[config.mk]
export PLATFORM = sky130hd
export DESIGN_NAME = ex_muldiv_unit_flat
export DESIGN_NICKNAME = d
export VERILOG_FILES = /design/src/rtl/ex_muldiv_unit_pkg.sv /design/src/rtl/ex_muldiv_unit_if.sv /design/src/rtl/muldiv_datapath.sv /design/src/rtl/ex_muldiv_unit.sv /design/src/flat_wrapper.sv
export SDC_FILE = /design/constraint.sdc
export NUM_CORES = 1
export LEC_CHECK = 0
export CAP_MARGIN = 10
export CORE_MARGIN = 3
export CORE_UTILIZATION = 60
export DETAILED_ROUTE_END_ITERATION = 12
export GPL_TIMING_DRIVEN = 0
export PLACE_DENSITY = 0.82
export SETUP_SLACK_MARGIN = 0.02
export SLEW_MARGIN = 20
export SYNTH_ARGS = -nofsm -noshare
export SYNTH_HDL_FRONTEND = slang
export SYNTH_SLANG_ARGS = --single-unit
[constraint.sdc]
create_clock -name Clk -period 6.4 [get_ports Clk]
set_input_delay 0.96 -clock Clk [delete_from_list [all_inputs] [get_ports Clk]]
set_output_delay 0.96 -clock Clk [all_outputs]
set_load 0.02 [all_outputs]
[src/rtl/ex_muldiv_unit_pkg.sv]
// Shared constants for the EX-stage multiply/divide unit: ALU control codes, FSM encoding,
// iteration bounds.
package ex_muldiv_unit_pkg;

  localparam int unsigned MULDIV_WIDTH = 32;
  localparam int unsigned ITER_LAST    = MULDIV_WIDTH - 1;

  localparam logic [3:0] ALU_AND  = 4'b0000;
  localparam logic [3:0] ALU_OR   = 4'b0001;
  localparam logic [3:0] ALU_ADD  = 4'b0010;
  localparam logic [3:0] ALU_XOR  = 4'b0011;
  localparam logic [3:0] ALU_MULT = 4'b0101;
  localparam logic [3:0] ALU_SUB  = 4'b0110;
  localparam logic [3:0] ALU_SLT  = 4'b0111;
  localparam logic [3:0] ALU_SLL  = 4'b1000;
  localparam logic [3:0] ALU_SRL  = 4'b1001;
  localparam logic [3:0] ALU_SRA  = 4'b1010;
  localparam logic [3:0] ALU_DIV  = 4'b1011;
  localparam logic [3:0] ALU_NOR  = 4'b1100;

  typedef enum logic [1:0] {
    StIdle,
    StMul,
    StDiv,
    StFix
  } muldiv_state_e;

endpackage

[src/rtl/ex_muldiv_unit_if.sv]
// ID/EX-to-muldiv request bundle and its result/status signals.
interface ex_muldiv_unit_if #(
  parameter int unsigned WIDTH = 32
);
  import ex_muldiv_unit_pkg::*;

  logic [3:0]       ALU_Control;
  logic             Valid;
  logic [WIDTH-1:0] A;
  logic [WIDTH-1:0] B;
  logic             Stall;
  logic             Busy;
  logic             Done;
  logic             DivByZero;
  logic [WIDTH-1:0] HI;
  logic [WIDTH-1:0] LO;

  modport master (
    output ALU_Control, Valid, A, B,
    input  Stall, Busy, Done, DivByZero, HI, LO
  );

  modport slave (
    input  ALU_Control, Valid, A, B,
    output Stall, Busy, Done, DivByZero, HI, LO
  );

endinterface

[src/rtl/muldiv_datapath.sv]
// Magnitude/accumulator datapath: one shift-add or restoring-divide step per cycle,
// plus combinational sign correction of the final result.
module muldiv_datapath #(
  parameter int unsigned WIDTH = 32
) (
  input  logic             clk,
  input  logic             reset,
  input  logic             load,
  input  logic             op_div,
  input  logic             step,
  input  logic [WIDTH-1:0] a,
  input  logic [WIDTH-1:0] b,
  output logic [WIDTH-1:0] hi_res,
  output logic [WIDTH-1:0] lo_res,
  output logic             div_zero
);

  logic               sign_a_q, sign_b_q, is_div_q;
  logic [WIDTH-1:0]   mag_a_q, mag_b_q;
  logic [2*WIDTH-1:0] acc_q, acc_d;
  logic [WIDTH-1:0]   abs_a, abs_b;

  // Two's-complement negation of the most negative value yields 2^(WIDTH-1) as unsigned.
  assign abs_a = a[WIDTH-1] ? -a : a;
  assign abs_b = b[WIDTH-1] ? -b : b;

  always_ff @(posedge clk) begin
    if (reset) begin
      sign_a_q <= 1'b0;
      sign_b_q <= 1'b0;
      is_div_q <= 1'b0;
      mag_a_q  <= '0;
      mag_b_q  <= '0;
      acc_q    <= '0;
    end else if (load) begin
      sign_a_q <= a[WIDTH-1];
      sign_b_q <= b[WIDTH-1];
      is_div_q <= op_div;
      mag_a_q  <= abs_a;
      mag_b_q  <= abs_b;
      // Low half seeds the multiplier (mult) or the dividend (div).
      acc_q    <= {{WIDTH{1'b0}}, (op_div ? abs_a : abs_b)};
    end else if (step) begin
      acc_q <= acc_d;
    end
  end

  logic [WIDTH:0] mul_sum, rem_sh, diff;

  always_comb begin
    mul_sum = {1'b0, acc_q[2*WIDTH-1:WIDTH]} + (acc_q[0] ? {1'b0, mag_a_q} : '0);
    rem_sh  = acc_q[2*WIDTH-1:WIDTH-1];
    diff    = rem_sh - {1'b0, mag_b_q};
    acc_d   = {mul_sum, acc_q[WIDTH-1:1]};
    if (is_div_q) begin
      if (diff[WIDTH]) begin
        acc_d = {rem_sh[WIDTH-1:0], acc_q[WIDTH-2:0], 1'b0};
      end else begin
        acc_d = {diff[WIDTH-1:0], acc_q[WIDTH-2:0], 1'b1};
      end
    end
  end

  logic [2*WIDTH-1:0] prod;
  logic [WIDTH-1:0]   quo, rem;

  assign div_zero = is_div_q & (mag_b_q == '0);
  assign prod     = (sign_a_q ^ sign_b_q) ? -acc_q : acc_q;
  assign quo      = acc_q[WIDTH-1:0];
  assign rem      = acc_q[2*WIDTH-1:WIDTH];

  always_comb begin
    {hi_res, lo_res} = prod;
    if (div_zero) begin
      hi_res = sign_a_q ? -mag_a_q : mag_a_q;
      lo_res = '1;
    end else if (is_div_q) begin
      hi_res = sign_a_q ? -rem : rem;
      lo_res = (sign_a_q ^ sign_b_q) ? -quo : quo;
    end
  end

endmodule

[src/rtl/ex_muldiv_unit.sv]
// Iterative signed mult/div for the EX stage: request accept/stall, FSM, iteration counter
// and the architectural HI/LO registers.
module ex_muldiv_unit
  import ex_muldiv_unit_pkg::*;
#(
  parameter int unsigned WIDTH = MULDIV_WIDTH
) (
  input logic            Clk,
  input logic            Reset,
  ex_muldiv_unit_if.slave bus
);

  localparam int unsigned     CntW     = $clog2(WIDTH);
  localparam logic [CntW-1:0] IterLast = CntW'(WIDTH - 1);

  muldiv_state_e    state_q, state_d;
  logic [CntW-1:0]  cnt_q;
  logic             busy_q, done_q, dbz_q;
  logic [WIDTH-1:0] hi_q, lo_q;

  logic             is_mult, is_div, request, accept, step;
  logic [WIDTH-1:0] hi_res, lo_res;
  logic             div_zero;

  assign is_mult = bus.ALU_Control == ALU_MULT;
  assign is_div  = bus.ALU_Control == ALU_DIV;
  assign request = bus.Valid & (is_mult | is_div);
  assign accept  = request & (state_q == StIdle);
  assign step    = (state_q == StMul) | (state_q == StDiv);

  always_comb begin
    state_d = state_q;
    unique case (state_q)
      StIdle: begin
        if (accept) begin
          if (!is_div)             state_d = StMul;
          else if (bus.B == '0)    state_d = StFix;
          else                     state_d = StDiv;
        end
      end
      StMul, StDiv: if (cnt_q == IterLast) state_d = StFix;
      StFix:        state_d = StIdle;
    endcase
  end

  always_ff @(posedge Clk) begin
    if (Reset) begin
      state_q <= StIdle;
      cnt_q   <= '0;
      busy_q  <= 1'b0;
      done_q  <= 1'b0;
      dbz_q   <= 1'b0;
      hi_q    <= '0;
      lo_q    <= '0;
    end else begin
      state_q <= state_d;
      done_q  <= state_q == StFix;
      if (accept) begin
        busy_q <= 1'b1;
        cnt_q  <= '0;
        dbz_q  <= 1'b0;
      end else begin
        if (step) cnt_q <= cnt_q + 1'b1;
        if (state_q == StFix) begin
          busy_q <= 1'b0;
          dbz_q  <= div_zero;
          hi_q   <= hi_res;
          lo_q   <= lo_res;
        end
      end
    end
  end

  muldiv_datapath #(
    .WIDTH (WIDTH)
  ) u_datapath (
    .clk      (Clk),
    .reset    (Reset),
    .load     (accept),
    .op_div   (is_div),
    .step     (step),
    .a        (bus.A),
    .b        (bus.B),
    .hi_res   (hi_res),
    .lo_res   (lo_res),
    .div_zero (div_zero)
  );

  assign bus.Stall     = request & busy_q;
  assign bus.Busy      = busy_q;
  assign bus.Done      = done_q;
  assign bus.DivByZero = dbz_q;
  assign bus.HI        = hi_q;
  assign bus.LO        = lo_q;

endmodule

[src/flat_wrapper.sv]
// flat-port wrapper written by rule: the top's interface ports become plain ports
module ex_muldiv_unit_flat import ex_muldiv_unit_pkg::*;
#(
  parameter int unsigned WIDTH = MULDIV_WIDTH
)
  (Clk, Reset, bus_ALU_Control, bus_Valid, bus_A, bus_B, bus_Stall, bus_Busy, bus_Done, bus_DivByZero, bus_HI, bus_LO);
  ex_muldiv_unit_if #(.WIDTH(WIDTH)) bus_i ();
  input logic Clk;
  input logic Reset;
  input wire logic [$bits(bus_i.ALU_Control)-1:0] bus_ALU_Control;
  input wire logic [$bits(bus_i.Valid)-1:0] bus_Valid;
  input wire logic [$bits(bus_i.A)-1:0] bus_A;
  input wire logic [$bits(bus_i.B)-1:0] bus_B;
  output wire logic [$bits(bus_i.Stall)-1:0] bus_Stall;
  output wire logic [$bits(bus_i.Busy)-1:0] bus_Busy;
  output wire logic [$bits(bus_i.Done)-1:0] bus_Done;
  output wire logic [$bits(bus_i.DivByZero)-1:0] bus_DivByZero;
  output wire logic [$bits(bus_i.HI)-1:0] bus_HI;
  output wire logic [$bits(bus_i.LO)-1:0] bus_LO;
  assign bus_i.ALU_Control = bus_ALU_Control;
  assign bus_i.Valid = bus_Valid;
  assign bus_i.A = bus_A;
  assign bus_i.B = bus_B;
  assign bus_Stall = bus_i.Stall;
  assign bus_Busy = bus_i.Busy;
  assign bus_Done = bus_i.Done;
  assign bus_DivByZero = bus_i.DivByZero;
  assign bus_HI = bus_i.HI;
  assign bus_LO = bus_i.LO;
  ex_muldiv_unit #(.WIDTH(WIDTH)) u_core (.Clk(Clk), .Reset(Reset), .bus(bus_i));
endmodule
==> results.tsv <==
stage	metric	value	unit
power_and_ir_drop	cell area power density	439	nW/µm²
synth	Commonest cells post-synth	nor2_1 (277), dfxtp_1 (205), a21oi_1 (170), nand2_1 (166), o21ai_0 (149)	
critical_path	critical path peak fanout	10	
floorplanning	Die Width	169	µm
sta	Final min period	5.57	ns
clocking	CTS tree	done	
sta	unrepaired setup endpoints after global routing	false	
critical_path	CP max stage cell	o311ai_0	
sta	Slew HR	16.6	%
detailed_routing	DRC violations left	0	
cells_and_area	Ant. Diodes	0	
synth	cell taking the most area after synthesis	dfxtp_1	
placement	I/O Buffers	136	
placement	HPWL after detailed placement	51800	µm
cells_and_area	area grow syn2layout	16.7	%
sta	Slew Limit Fails	0	
detailed_routing	remaining antenna violation count	0	
detailed_routing	post-DR wirelength/cell	24.7	µm
power_and_ir_drop	total power	0.00820	W
clocking	Setup Buffers After CTS	0	
cells_and_area	NumNets Final	2474	
critical_path	critical setup path kind	flip-flop to flip-flop	
clocking	Post-CTS Resized	0	
global_route	busiest grt layer	met2	
cells_and_area	layout cells sized above 1	3.24	%
critical_path	crit path cell chain	inv_1 > ha_1 > fa_1 > nand2b_1 > a21oi_1 > nor2_1 > o311ai_0 > a41oi_1 > o21ai_0 > xor2_1 > clkbuf_1 > clkbuf_1 > nand2_1 > o211ai_1 > a21oi_1	
detailed_routing	DR iter-0 viols	2671	
synth	ys async rst share	0	%
min_path	worst min path class	flip-flop to flip-flop	
floorplanning	Core Box Area	26100	µm²
synth	count leader, synth	nor2_1	
floorplanning	die area	28700	µm²
clocking	clk root buf	clkbuf_16	
detailed_routing	vias per inst	6.87	
global_route	met3 Use GR	9.20	%
global_route	initial antenna violation count	1	
global_route	met2 Use GR	67.9	%
power_and_ir_drop	P_leak	7.03	nW
critical_path	largest stage delay on the critical path	0.78	ns
global_route	total congestion overflow	0	
clocking	clock sinks	205	
synth	Synthesis Warnings	0	
critical_path	CP endpoint kind	flip-flop	
synth	sequential share of the synthesized area	25.6	%
synth	synthesized cell area	16000	µm²
sta	# setup viols final	0	
run_status	status	completed	
synth	Avg Cell Area, Syn	7.40	µm²
floorplanning	I/O pins	139	
synth	synth top area cells	dfxtp_1 (26%), nor2_1 (6.5%), xor2_1 (5.7%)	
placement	GPL Wtd Cong	1.07	
job	max cap viols	0	
synth	library cells used by synthesis	65	
critical_path	crit path launch type	flip-flop	
synth	Synth Net Count	2309	
sta	worst clock skew	0.0113	ns
floorplanning	Die Y	169	µm
synth	Seq cells post-synth	205	
sta	fmax	179	MHz
critical_path	r2r worst-path depth	15	
sta	hold slack	0.466	ns
sta	Hold Fails Final Rpt	0	
synth	Synth Flop Type	dfxtp_1	
power_and_ir_drop	maximum VDD drop	0.000315	V
clocking	Longest Clk Path Bufs	3	
global_route	vias in the first global route	17500	
synth	Cells after Synth	2163	
synth	top-area cell type share of the netlist area	25.6	%
global_route	largest net degree at the start of global routing	16	
detailed_routing	drt pass-1 iters	6	
detailed_routing	Vias	18400	
sta	Setup TNS Final	0	ns
critical_path	CP Data Arrival Time	6.00	ns
synth	EDFF count, synth	0	
sta	period utilisation layout	87.1	%
global_route	met1 usage	55.7	%
clocking	Skew-Pair Late Insertion Delay	0.55	ns
clocking	H-tree depth	1	
sta	Least-Margin Pin Slew	1.25	ns
clocking	# hold bufs at CTS	0	
floorplanning	row count	59	
detailed_routing	final wirelength	66300	µm
floorplanning	initial core utilization	61.2	%
min_path	Worst Hold Depth	2	
critical_path	Critical Path RT	6.83	ns
clocking	Clock transition at path regs	0.07	ns
global_route	global-route wire length before repair	99400	µm
global_route	Overall Global Routing Usage	44.4	%
clocking	CTS Buf Count	23	
==> kinds of logic (layout without fill, tap and decap cells) <==
group / Yosys count / after routing / share of synthesized area, %
AND/OR/NAND/NOR: 734 / 734 / 21.5
buffers and inverters: 217 / 399 / 5.09
adder cells (fa/ha/maj): 75 / 75 / 5.96
AO/OA/AOI/OAI: 669 / 669 / 26.9
flip-flops: 205 / 205 / 25.6
multiplexers: 59 / 59 / 3.73
XOR/XNOR: 204 / 204 / 11.2
==> final cells by class <==
cell class              instances  area, µm²
fillers                      2174       7450
multi-input cells            1741      11100
repair buffers                140       1390
clock buffers                  24        589
clock inverters                18        262
well taps                     335        419
inverters                      71        267
plain buffers                 146        548
flip-flops and latches        205       4100
==> per-stage QoR <==
| step | util (%) | instance area, µm² | cells | worst slack, ns |
|---|---|---|---|---|
| final | 71.5 | 18700 | 2680 | 0.826 |
| after global routing | 71.5 | 18700 | 2680 | 0.461 |
| after CTS | 71.5 | 18700 | 2680 | 1.19 |
| after detailed placement | 68.2 | 17800 | 2638 | 1.19 |
| after global placement | 68.1 | 17800 | 2634 | 1.34 |
| after floorplan | - | 16000 | 2163 | 2.35 |
==> final timing paths <==
check,startpoint,to,slack [ns]
worst max-delay path,u_core.u_datapath.acc_q[31],u_core.u_datapath.acc_q[39],0.83
worst min-delay path,u_core.bus.HI[5],u_core.bus.HI[5],0.47
worst max register to register,u_core.u_datapath.acc_q[31],u_core.u_datapath.acc_q[39],0.83
worst min register to register,u_core.bus.HI[5],u_core.bus.HI[5],0.47
==> metal layers <==
metal  share of wire [%]  wire, µm  vias to the layer above
li1                    -         -                     8162
met1                  37     24500                     8536
met2                  42     28000                     1363
met3                  12      7900                      354
met4                 8.9      5910                        2
met5               0.020        13                        -
==> state kept, by name, indices dropped and copies added (netlist names) <==
| signal | flops |
|---|---|
| u_core.bus.Done | 1 |
| u_core.cnt_q | 5 |
| u_core.u_datapath.is_div_q | 1 |
| u_core.u_datapath.acc_q | 64 |
| u_core.bus.LO | 32 |
| u_core.u_datapath.mag_b_q | 32 |
| u_core.bus.HI | 32 |
| u_core.bus.DivByZero | 1 |
| u_core.state_q | 2 |
| u_core.u_datapath.sign_b_q | 1 |
| u_core.u_datapath.mag_a_q | 32 |
| u_core.u_datapath.sign_a_q | 1 |
| u_core.bus.Busy | 1 |
==> critical path: cells and delay by family (launching register included) <==
kind / cells / cell delay [ns]
DFF: 1 / 0.60
xor gates and xnor gates: 1 / 0.58
and+or+nand+nor: 3 / 0.46
AOI/OAI and AO/OA: 6 / 1.76
buffers and inverters: 3 / 1.36
adders and majority gates: 2 / 0.68
==> power breakdown <==
part	switching [W]	leakage (nW)	internal, W
Clock	0.000627	0.418	0.000889
Combinational	0.00308	4.95	0.00174
Sequential	0.000386	1.66	0.00148
==> cells in the final DEF (no fill, tap or decap), types with 7 or more instances in the layout <==
master / count
nor2_1: 277
dfxtp_1: 205
a21oi_1: 170
nand2_1: 166
o21ai_0: 149
clkdlybuf4s50_1: 136
clkbuf_1: 133
xor2_1: 105
xnor2_1: 99
a211oi_1: 77
ha_1: 73
inv_1: 71
nor3_1: 65
mux2i_1: 54
o22ai_1: 43
and2_1: 40
o31ai_1: 36
a21o_1: 30
nor4_1: 27
nand3_1: 26
clkbuf_16: 23
or3_1: 22
nand2b_1: 21
a31oi_1: 20
nor2b_1: 17
or4_1: 16
o41ai_1: 16
nand4_1: 14
buf_1: 13
o21a_1: 13
and3_1: 12
o211ai_1: 12
o21bai_1: 11
a311oi_1: 11
a31o_2: 10
a221oi_1: 9
a22oi_1: 9
a32o_1: 8
a41oi_1: 7
No activity file was read; power rests on OpenSTA's default activity.
